File: src/rtl/tomasulo_pkg.sv
// -----------------------------------------------------------------------------
// tomasulo_pkg
// Shared types and constants for the Tomasulo ALU reservation station.
//   alu_op_t       4-bit integer ALU opcode encoding
//   DEFAULT_TAG_W  default width of producer/destination (ROB) tags
//   DATA_W         operand / result width
//   rs_entry_t     one reservation-station slot at the default tag width
// -----------------------------------------------------------------------------
package tomasulo_pkg;

  localparam int DEFAULT_TAG_W = 4;
  localparam int DATA_W        = 32;

  typedef enum logic [3:0] {
    ALU_ADD = 4'b0000,
    ALU_SUB = 4'b0001,
    ALU_AND = 4'b0010,
    ALU_OR  = 4'b0011,
    ALU_XOR = 4'b0100,
    ALU_SLL = 4'b0101,
    ALU_SRL = 4'b0110,
    ALU_SLT = 4'b0111
  } alu_op_t;

  typedef struct packed {
    logic                     valid;
    alu_op_t                  op;
    logic [DEFAULT_TAG_W-1:0] dest_tag;
    logic [DATA_W-1:0]        vj;
    logic [DATA_W-1:0]        vk;
    logic                     qj_valid;
    logic [DEFAULT_TAG_W-1:0] qj;
    logic                     qk_valid;
    logic [DEFAULT_TAG_W-1:0] qk;
  } rs_entry_t;

endpackage

File: src/rtl/rs_select.sv
// -----------------------------------------------------------------------------
// rs_select
// Picks one ready reservation-station entry for issue.
//   ready  in   NUM_ENTRIES        per-entry ready flags
//   age    in   NUM_ENTRIES^2      age matrix, row-major; age[i*N+j]=1 means
//                                  entry j is older than entry i
//                                  (only with ALU_RS_OLDEST_FIRST_EN)
//   grant  out  NUM_ENTRIES        one-hot selected entry (zero if none)
//   found  out  1                  some entry was selected
// Build option: ALU_RS_OLDEST_FIRST_EN selects the oldest ready entry;
// otherwise the lowest-index ready entry wins.
// -----------------------------------------------------------------------------
import tomasulo_pkg::*;

module rs_select #(
  parameter int NUM_ENTRIES = 4
) (
  input  logic [NUM_ENTRIES-1:0]             ready,
`ifdef ALU_RS_OLDEST_FIRST_EN
  input  logic [NUM_ENTRIES*NUM_ENTRIES-1:0] age,
`endif
  output logic [NUM_ENTRIES-1:0]             grant,
  output logic                               found
);

`ifdef ALU_RS_OLDEST_FIRST_EN
  // An entry wins when no other ready entry is older than it; the age
  // relation is a total order over valid entries, so at most one wins.
  always_comb begin
    grant = '0;
    for (int i = 0; i < NUM_ENTRIES; i++) begin
      grant[i] = ready[i];
      for (int j = 0; j < NUM_ENTRIES; j++) begin
        if (age[i*NUM_ENTRIES+j] && ready[j]) grant[i] = 1'b0;
      end
    end
  end
`else
  // Fixed priority: the first ready entry from index 0 upward wins.
  always_comb begin
    logic seen;
    seen  = 1'b0;
    grant = '0;
    for (int i = 0; i < NUM_ENTRIES; i++) begin
      if (ready[i] && !seen) begin
        grant[i] = 1'b1;
        seen     = 1'b1;
      end
    end
  end
`endif

  assign found = |grant;

endmodule

File: src/rtl/alu_reservation_station.sv
// -----------------------------------------------------------------------------
// alu_reservation_station
// Tomasulo reservation station feeding the integer ALU. Buffers dispatched
// ops, captures operands from the common data bus, and presents one ready op
// per cycle on a valid/ready issue port.
//   clk, rst                      clock, async active-high reset
//   flush                         synchronous squash of all entries
//   dispatch_valid/ready          dispatch handshake (ready = a free slot)
//   dispatch_op/dest_tag          opcode and result tag of the new op
//   dispatch_vj/vk                operand values (used when q*_valid=0)
//   dispatch_qj/qk(_valid)        producer tags of still-pending operands
//   cdb_valid/tag/value           result broadcast
//   issue_valid/ready             issue handshake towards the ALU
//   issue_a/b/op/tag              operands, opcode, destination tag
// Build option: ALU_RS_OLDEST_FIRST_EN adds an age matrix so the oldest
// ready entry issues first; without it the lowest-index ready entry issues.
// -----------------------------------------------------------------------------
import tomasulo_pkg::*;

module alu_reservation_station #(
  parameter int NUM_ENTRIES = 4,
  parameter int TAG_W       = DEFAULT_TAG_W
) (
  input  logic              clk,
  input  logic              rst,
  input  logic              flush,
  input  logic              dispatch_valid,
  output logic              dispatch_ready,
  input  logic [3:0]        dispatch_op,
  input  logic [TAG_W-1:0]  dispatch_dest_tag,
  input  logic [31:0]       dispatch_vj,
  input  logic [31:0]       dispatch_vk,
  input  logic              dispatch_qj_valid,
  input  logic              dispatch_qk_valid,
  input  logic [TAG_W-1:0]  dispatch_qj,
  input  logic [TAG_W-1:0]  dispatch_qk,
  input  logic              cdb_valid,
  input  logic [TAG_W-1:0]  cdb_tag,
  input  logic [31:0]       cdb_value,
  output logic              issue_valid,
  input  logic              issue_ready,
  output logic [31:0]       issue_a,
  output logic [31:0]       issue_b,
  output logic [3:0]        issue_op,
  output logic [TAG_W-1:0]  issue_tag
);

  logic                  valid_q    [NUM_ENTRIES];
  alu_op_t               op_q       [NUM_ENTRIES];
  logic [TAG_W-1:0]      dest_q     [NUM_ENTRIES];
  logic [DATA_W-1:0]     vj_q       [NUM_ENTRIES];
  logic [DATA_W-1:0]     vk_q       [NUM_ENTRIES];
  logic                  qj_valid_q [NUM_ENTRIES];
  logic [TAG_W-1:0]      qj_q       [NUM_ENTRIES];
  logic                  qk_valid_q [NUM_ENTRIES];
  logic [TAG_W-1:0]      qk_q       [NUM_ENTRIES];

  logic [NUM_ENTRIES-1:0] valid_vec;
  logic [NUM_ENTRIES-1:0] ready_vec;
  logic [NUM_ENTRIES-1:0] alloc;
  logic [NUM_ENTRIES-1:0] grant;
  logic [NUM_ENTRIES-1:0] freed;
  logic                   found;
  logic                   dispatch_fire;
  logic                   issue_fire;
  logic                   bypass_j;
  logic                   bypass_k;
  logic [DATA_W-1:0]      new_vj;
  logic [DATA_W-1:0]      new_vk;

  // Flatten slot status and pick the lowest-index free slot for dispatch.
  // Only registered state is used, so a slot freed by issue this cycle is
  // not visible as free until the next cycle.
  always_comb begin
    logic taken;
    taken = 1'b0;
    alloc = '0;
    for (int i = 0; i < NUM_ENTRIES; i++) begin
      valid_vec[i] = valid_q[i];
      ready_vec[i] = valid_q[i] && !qj_valid_q[i] && !qk_valid_q[i];
      if (!valid_q[i] && !taken) begin
        alloc[i] = 1'b1;
        taken    = 1'b1;
      end
    end
  end

  assign dispatch_ready = ~&valid_vec;
  assign dispatch_fire  = dispatch_valid && dispatch_ready && !flush;
  assign issue_valid    = found && !flush;
  assign issue_fire     = issue_valid && issue_ready;
  assign freed          = issue_fire ? grant : '0;

  // A pending operand whose producer broadcasts in the dispatch cycle is
  // captured directly, otherwise it would miss the broadcast entirely.
  assign bypass_j = dispatch_qj_valid && cdb_valid && (cdb_tag == dispatch_qj);
  assign bypass_k = dispatch_qk_valid && cdb_valid && (cdb_tag == dispatch_qk);
  assign new_vj   = bypass_j ? cdb_value : dispatch_vj;
  assign new_vk   = bypass_k ? cdb_value : dispatch_vk;

`ifdef ALU_RS_OLDEST_FIRST_EN
  logic [NUM_ENTRIES-1:0]             age_q [NUM_ENTRIES];
  logic [NUM_ENTRIES-1:0]             age_d [NUM_ENTRIES];
  logic [NUM_ENTRIES*NUM_ENTRIES-1:0] age_flat;

  // A new entry is younger than everything valid now; a freed entry stops
  // being older than anyone. The column clear wins over the row set.
  always_comb begin
    for (int r = 0; r < NUM_ENTRIES; r++) begin
      age_d[r] = age_q[r];
      if (dispatch_fire && alloc[r]) age_d[r] = valid_vec;
      age_d[r] = age_d[r] & ~freed;
      age_flat[r*NUM_ENTRIES +: NUM_ENTRIES] = age_q[r];
    end
  end

  // Age matrix register; emptied together with the slots.
  always_ff @(posedge clk or posedge rst) begin
    if (rst) begin
      for (int r = 0; r < NUM_ENTRIES; r++) age_q[r] <= '0;
    end else if (flush) begin
      for (int r = 0; r < NUM_ENTRIES; r++) age_q[r] <= '0;
    end else begin
      for (int r = 0; r < NUM_ENTRIES; r++) age_q[r] <= age_d[r];
    end
  end

  rs_select #(.NUM_ENTRIES(NUM_ENTRIES)) u_select (
    .ready (ready_vec),
    .age   (age_flat),
    .grant (grant),
    .found (found)
  );
`else
  rs_select #(.NUM_ENTRIES(NUM_ENTRIES)) u_select (
    .ready (ready_vec),
    .grant (grant),
    .found (found)
  );
`endif

  // Slot storage. Flush outranks everything else; otherwise issue frees the
  // granted slot, the CDB wakes matching pending operands of valid slots,
  // and dispatch fills the chosen free slot (never the same slot as issue).
  always_ff @(posedge clk or posedge rst) begin
    if (rst) begin
      for (int i = 0; i < NUM_ENTRIES; i++) begin
        valid_q[i]    <= 1'b0;
        op_q[i]       <= ALU_ADD;
        dest_q[i]     <= '0;
        vj_q[i]       <= '0;
        vk_q[i]       <= '0;
        qj_valid_q[i] <= 1'b0;
        qj_q[i]       <= '0;
        qk_valid_q[i] <= 1'b0;
        qk_q[i]       <= '0;
      end
    end else if (flush) begin
      for (int i = 0; i < NUM_ENTRIES; i++) valid_q[i] <= 1'b0;
    end else begin
      for (int i = 0; i < NUM_ENTRIES; i++) begin
        if (freed[i]) valid_q[i] <= 1'b0;
        if (valid_q[i] && cdb_valid) begin
          if (qj_valid_q[i] && (qj_q[i] == cdb_tag)) begin
            vj_q[i]       <= cdb_value;
            qj_valid_q[i] <= 1'b0;
          end
          if (qk_valid_q[i] && (qk_q[i] == cdb_tag)) begin
            vk_q[i]       <= cdb_value;
            qk_valid_q[i] <= 1'b0;
          end
        end
        if (dispatch_fire && alloc[i]) begin
          valid_q[i]    <= 1'b1;
          op_q[i]       <= alu_op_t'(dispatch_op);
          dest_q[i]     <= dispatch_dest_tag;
          vj_q[i]       <= new_vj;
          vk_q[i]       <= new_vk;
          qj_valid_q[i] <= dispatch_qj_valid && !bypass_j;
          qj_q[i]       <= dispatch_qj;
          qk_valid_q[i] <= dispatch_qk_valid && !bypass_k;
          qk_q[i]       <= dispatch_qk;
        end
      end
    end
  end

  // Issue payload mux; all zero whenever nothing is presented.
  always_comb begin
    issue_a   = '0;
    issue_b   = '0;
    issue_op  = '0;
    issue_tag = '0;
    if (issue_valid) begin
      for (int i = 0; i < NUM_ENTRIES; i++) begin
        if (grant[i]) begin
          issue_a   = vj_q[i];
          issue_b   = vk_q[i];
          issue_op  = op_q[i];
          issue_tag = dest_q[i];
        end
      end
    end
  end

endmodule

File: config.mk
export PLATFORM = sky130hd
export DESIGN_NAME = alu_reservation_station
export DESIGN_NICKNAME = d
export VERILOG_FILES = /design/src/rtl/tomasulo_pkg.sv /design/src/rtl/rs_select.sv /design/src/rtl/alu_reservation_station.sv
export SDC_FILE = /design/constraint.sdc
export NUM_CORES = 1
export LEC_CHECK = 0
export BUFFER_PORTS_ARGS = -buffer_cell sky130_fd_sc_hd__buf_2
export CAP_MARGIN = 20
export CORE_ASPECT_RATIO = 1.1
export CORE_MARGIN = 2
export CORE_UTILIZATION = 55
export CTS_BUF_LIST = sky130_fd_sc_hd__clkbuf_8
export DETAILED_ROUTE_END_ITERATION = 10
export PLACE_DENSITY = 0.76
export SLEW_MARGIN = 20
export SYNTH_ARGS = -nofsm -noshare
export SYNTH_HDL_FRONTEND = slang
export SYNTH_SLANG_ARGS = --single-unit
File: constraint.sdc
create_clock -name clk -period 10.7 [get_ports clk]
set_input_delay 2.14 -clock clk [delete_from_list [all_inputs] [get_ports clk]]
set_output_delay 2.14 -clock clk [all_outputs]
set_load 0.05 [all_outputs]
==> run_results.csv <==
group,metric,value,unit
run_status,status,"completed",
synth,synth_top_area_cell,"dfrtp_1",
cts,cts_made_buffers,54,
layout,area.growth.synth_to_final,12.7,%
cts,cts_buffer_depth,3,
sta,finalSetupViolCount,0,
placement,place_hpwl,30900,um
global_routing,grt.total_usage,34.3,%
sta,finalSetupTns,0,ps
pwr,p_leak,8.24,nW
global_routing,grt_pass1_vias,15210,
sta,timing_hold_violations_final,0,
layout,fill_cells,2504,
die,start_util,56.1,%
routing,wl_per_cell,24.6,um
synth,ys_warn_count,0,
sta,period_needed,6110,ps
routing,wl_met3,5370,um
routing,first_iter_violations,1941,
routing,highest_layer,"met5",
setup_path,rr_endpoint,"vk_q[15]",
cts,cts_sinks,332,
setup_path,cp-start-kind,"flop",
die,die_w,170,um
layout,multi_input_area,7480,um2
sta,fin_skew,26.7,ps
sta,fin_crit_sh,57.1,%
setup_path,worstReg2RegStart,"valid_q[3]",
global_routing,grt_pass1_wl,86000,um
cts,cts-resized-gates,0,
sta,max_freq,164,MHz
layout,design_area,18800,um2
routing,met1_length,21900,um
global_routing,antenna_found_initial,2,
routing,routed-via-count,15149,
synth,synth.area.top_cells,"dfrtp_1 50%, nand2_1 6.1%, o221a_1 5.9%",
job,maxCapViolCount,0,
placement,place_area,17600,um2
setup_path,r2r_slack,8040,ps
routing,wirelength,55000,um
setup_path,crit_fanout,77,
cts,cts_tree,"built",
setup_path,setup.worst_path.end_class,"output port",
worst_hold_path,hp-class,"reg2reg",
setup_path,cp_data_arrival_time,3970,ps
routing,route.detailed.drc,0,
worst_hold_path,worstHoldEndpoint,"op_q[15]",
layout,fin_nets,1946,
cts,clk_pin_slew,60,ps
routing,drt-pass1-iter-count,6,
placement,numPortBuffers,197,
sta,rsz0062_at_grt,"no",
setup_path,rr_worst_depth,6,
synth,synth_area_per_cell,9.82,um2
pwr,p_per_area,181,nW/um2
synth,netlist.area_leader.share,49.8,%
cts,cts_hold_buf,0,
cts,cts_setup_buffers,0,
routing,via_per_inst,6.78,
synth,async_flop_share,100,%
die,rows,66,
pwr,ir_drop,0.0967,mV
worst_hold_path,hp-start,"op_q[15]",
synth,synth_flop_cell,"dfrtp_1",
synth,yosysSeqAreaShare,49.8,%
sta,maxSlewViolCount,0,
layout,drive_above_1_share,20.7,%
cts,clk_latency,610,ps
layout,seq_area,8310,um2
placement,routabilityCongestion,0.862,
die,core,29700,um2
synth,synth_area,16700,um2
synth,synth.distinct_cells,56,
die,ios,198,
synth,synth_edf_count,0,
synth,netlist_instances,1699,
cts,clockRootBuffer,"clkbuf_8",
sta,slew-limit-headroom,28.3,%
cts,htree_levels,2,
setup_path,path_class,"reg2out",
routing,dr_wl_met2,25900,um
global_routing,grt_start_max_net_pins,183,
global_routing,overflow,0,
die,die_h,187,um
setup_path,worstPathRequired,8560,ps
routing,drtAntennaViolNets,0,
sta,worst_pin_slew,1080,ps
worst_hold_path,min_path_cells,2,
synth,ys_seq_elements,332,
synth,synth.net_count,1823,
die,die_area,31700,um2
[cell usage after synthesis (3+ instances only)]
| library cell | n |
|---|---|
| or2_1 | 5 |
| a221o_1 | 72 |
| o22ai_1 | 97 |
| a21oi_1 | 169 |
| buf_4 | 13 |
| o21ai_0 | 59 |
| clkbuf_1 | 62 |
| buf_2 | 73 |
| o221a_1 | 87 |
| or3_1 | 128 |
| nand2_1 | 273 |
| o221a_2 | 41 |
| and3b_1 | 3 |
| nor2_1 | 72 |
| nor2_4 | 3 |
| xor2_1 | 16 |
| buf_6 | 16 |
| dfrtp_1 | 332 |
| nand3_1 | 9 |
| inv_1 | 39 |
| o32ai_1 | 34 |
| nand4_1 | 6 |
| a21oi_2 | 3 |
| o21ai_1 | 21 |
| xnor2_1 | 24 |
[per-stage QoR]
stage | cells | util (%) | hold WS [ps] | setup WS (ps) | power (mW)
after floorplan | 1699 | - | 440 | 4130 | 2.07
after global placement | 2138 | 59.3 | 453 | 4960 | 2.24
after detailed placement | 2138 | 59.4 | 457 | 4980 | 2.26
after CTS | 2232 | 63.1 | 472 | 4560 | 3.39
after global routing | 2235 | 63.3 | 493 | 4410 | 3.54
final | 2235 | 63.3 | 473 | 4590 | 3.40
[worst max-delay path, stage by stage, from the launching register on]
cell,delay [ps]
dfrtp_1,480
nor3b_4,200
buf_4,420
nor4b_4,890
buf_4,710
nand2_1,130
a21oi_1,170
buf_2,300
[report_power, final]
part	total (mW)	internal (mW)	switching, mW
Combinational	0.607	0.272	0.335
Sequential	1.66	1.51	0.156
Clock	1.13	0.608	0.520
Total	3.40	2.39	1.01
[metal layers]
layer / GRT usage, % / vias to the layer above
li1: - / 6562
met1: 46.8 / 7458
met2: 54.9 / 966
met3: 6.51 / 161
met4: 12.4 / 2
met5: 0 / -
[layout by cell type (no fill, tap or decap), drive strengths merged, types with 3 or more instances in the layout]
master	count
inv	55
nand3	11
a221o	72
and3b	3
o221a	128
nand2	273
dfrtp	332
buf	232
o31ai	4
clkinv	3
or3	128
nor2	75
or2	7
nand4	6
xnor2	24
and3	3
a21oi	172
o32ai	34
nor3	4
o22ai	97
o21ai	81
clkbuf	74
xor2	16
nand3b	3
[final cells by class]
cell class	count	share of cell area, %
Clock buffer	74	5.42
Tap cell	374	2.49
Sequential cell	332	44.2
Inverter	39	0.798
Timing Repair Buffer	232	6.92
Clock inverter	20	0.419
Multi-Input combinational cell	1163	39.8
Antenna cell	1	0.0133
[how the worst max path moves through the flow]
| stage | startpoint | slack [ps] | end | cells after the start |
|---|---|---|---|---|
| after floorplan | rst | 4130 | dest_q[0] | 1 |
| after global placement | valid_q[2] | 4960 | issue_a[30] | 7 |
| after detailed placement | flush | 4980 | issue_a[31] | 4 |
| after CTS | valid_q[2] | 4560 | issue_a[30] | 7 |
| after global routing | valid_q[2] | 4410 | issue_a[30] | 7 |
| final | valid_q[2] | 4590 | issue_a[7] | 7 |
[registers in the layout (all words and copies together) (netlist names)]
| register | flops |
|---|---|
| dest_q | 16 |
| qj_q | 16 |
| qk_q | 16 |
| vk_q | 128 |
| valid_q | 4 |
| qk_valid_q | 4 |
| op_q | 16 |
| vj_q | 128 |
| qj_valid_q | 4 |
[logic make-up after synthesis]
| logic type | share of synthesized area (%) |
|---|---|
| DFF | 49.8 |
| and+or+nand+nor | 15.1 |
| buffers and inverters | 6.15 |
| xor gates and xnor gates | 2.10 |
| AOI/OAI and AO/OA | 26.8 |
No activity file was read; power rests on OpenSTA's default activity.
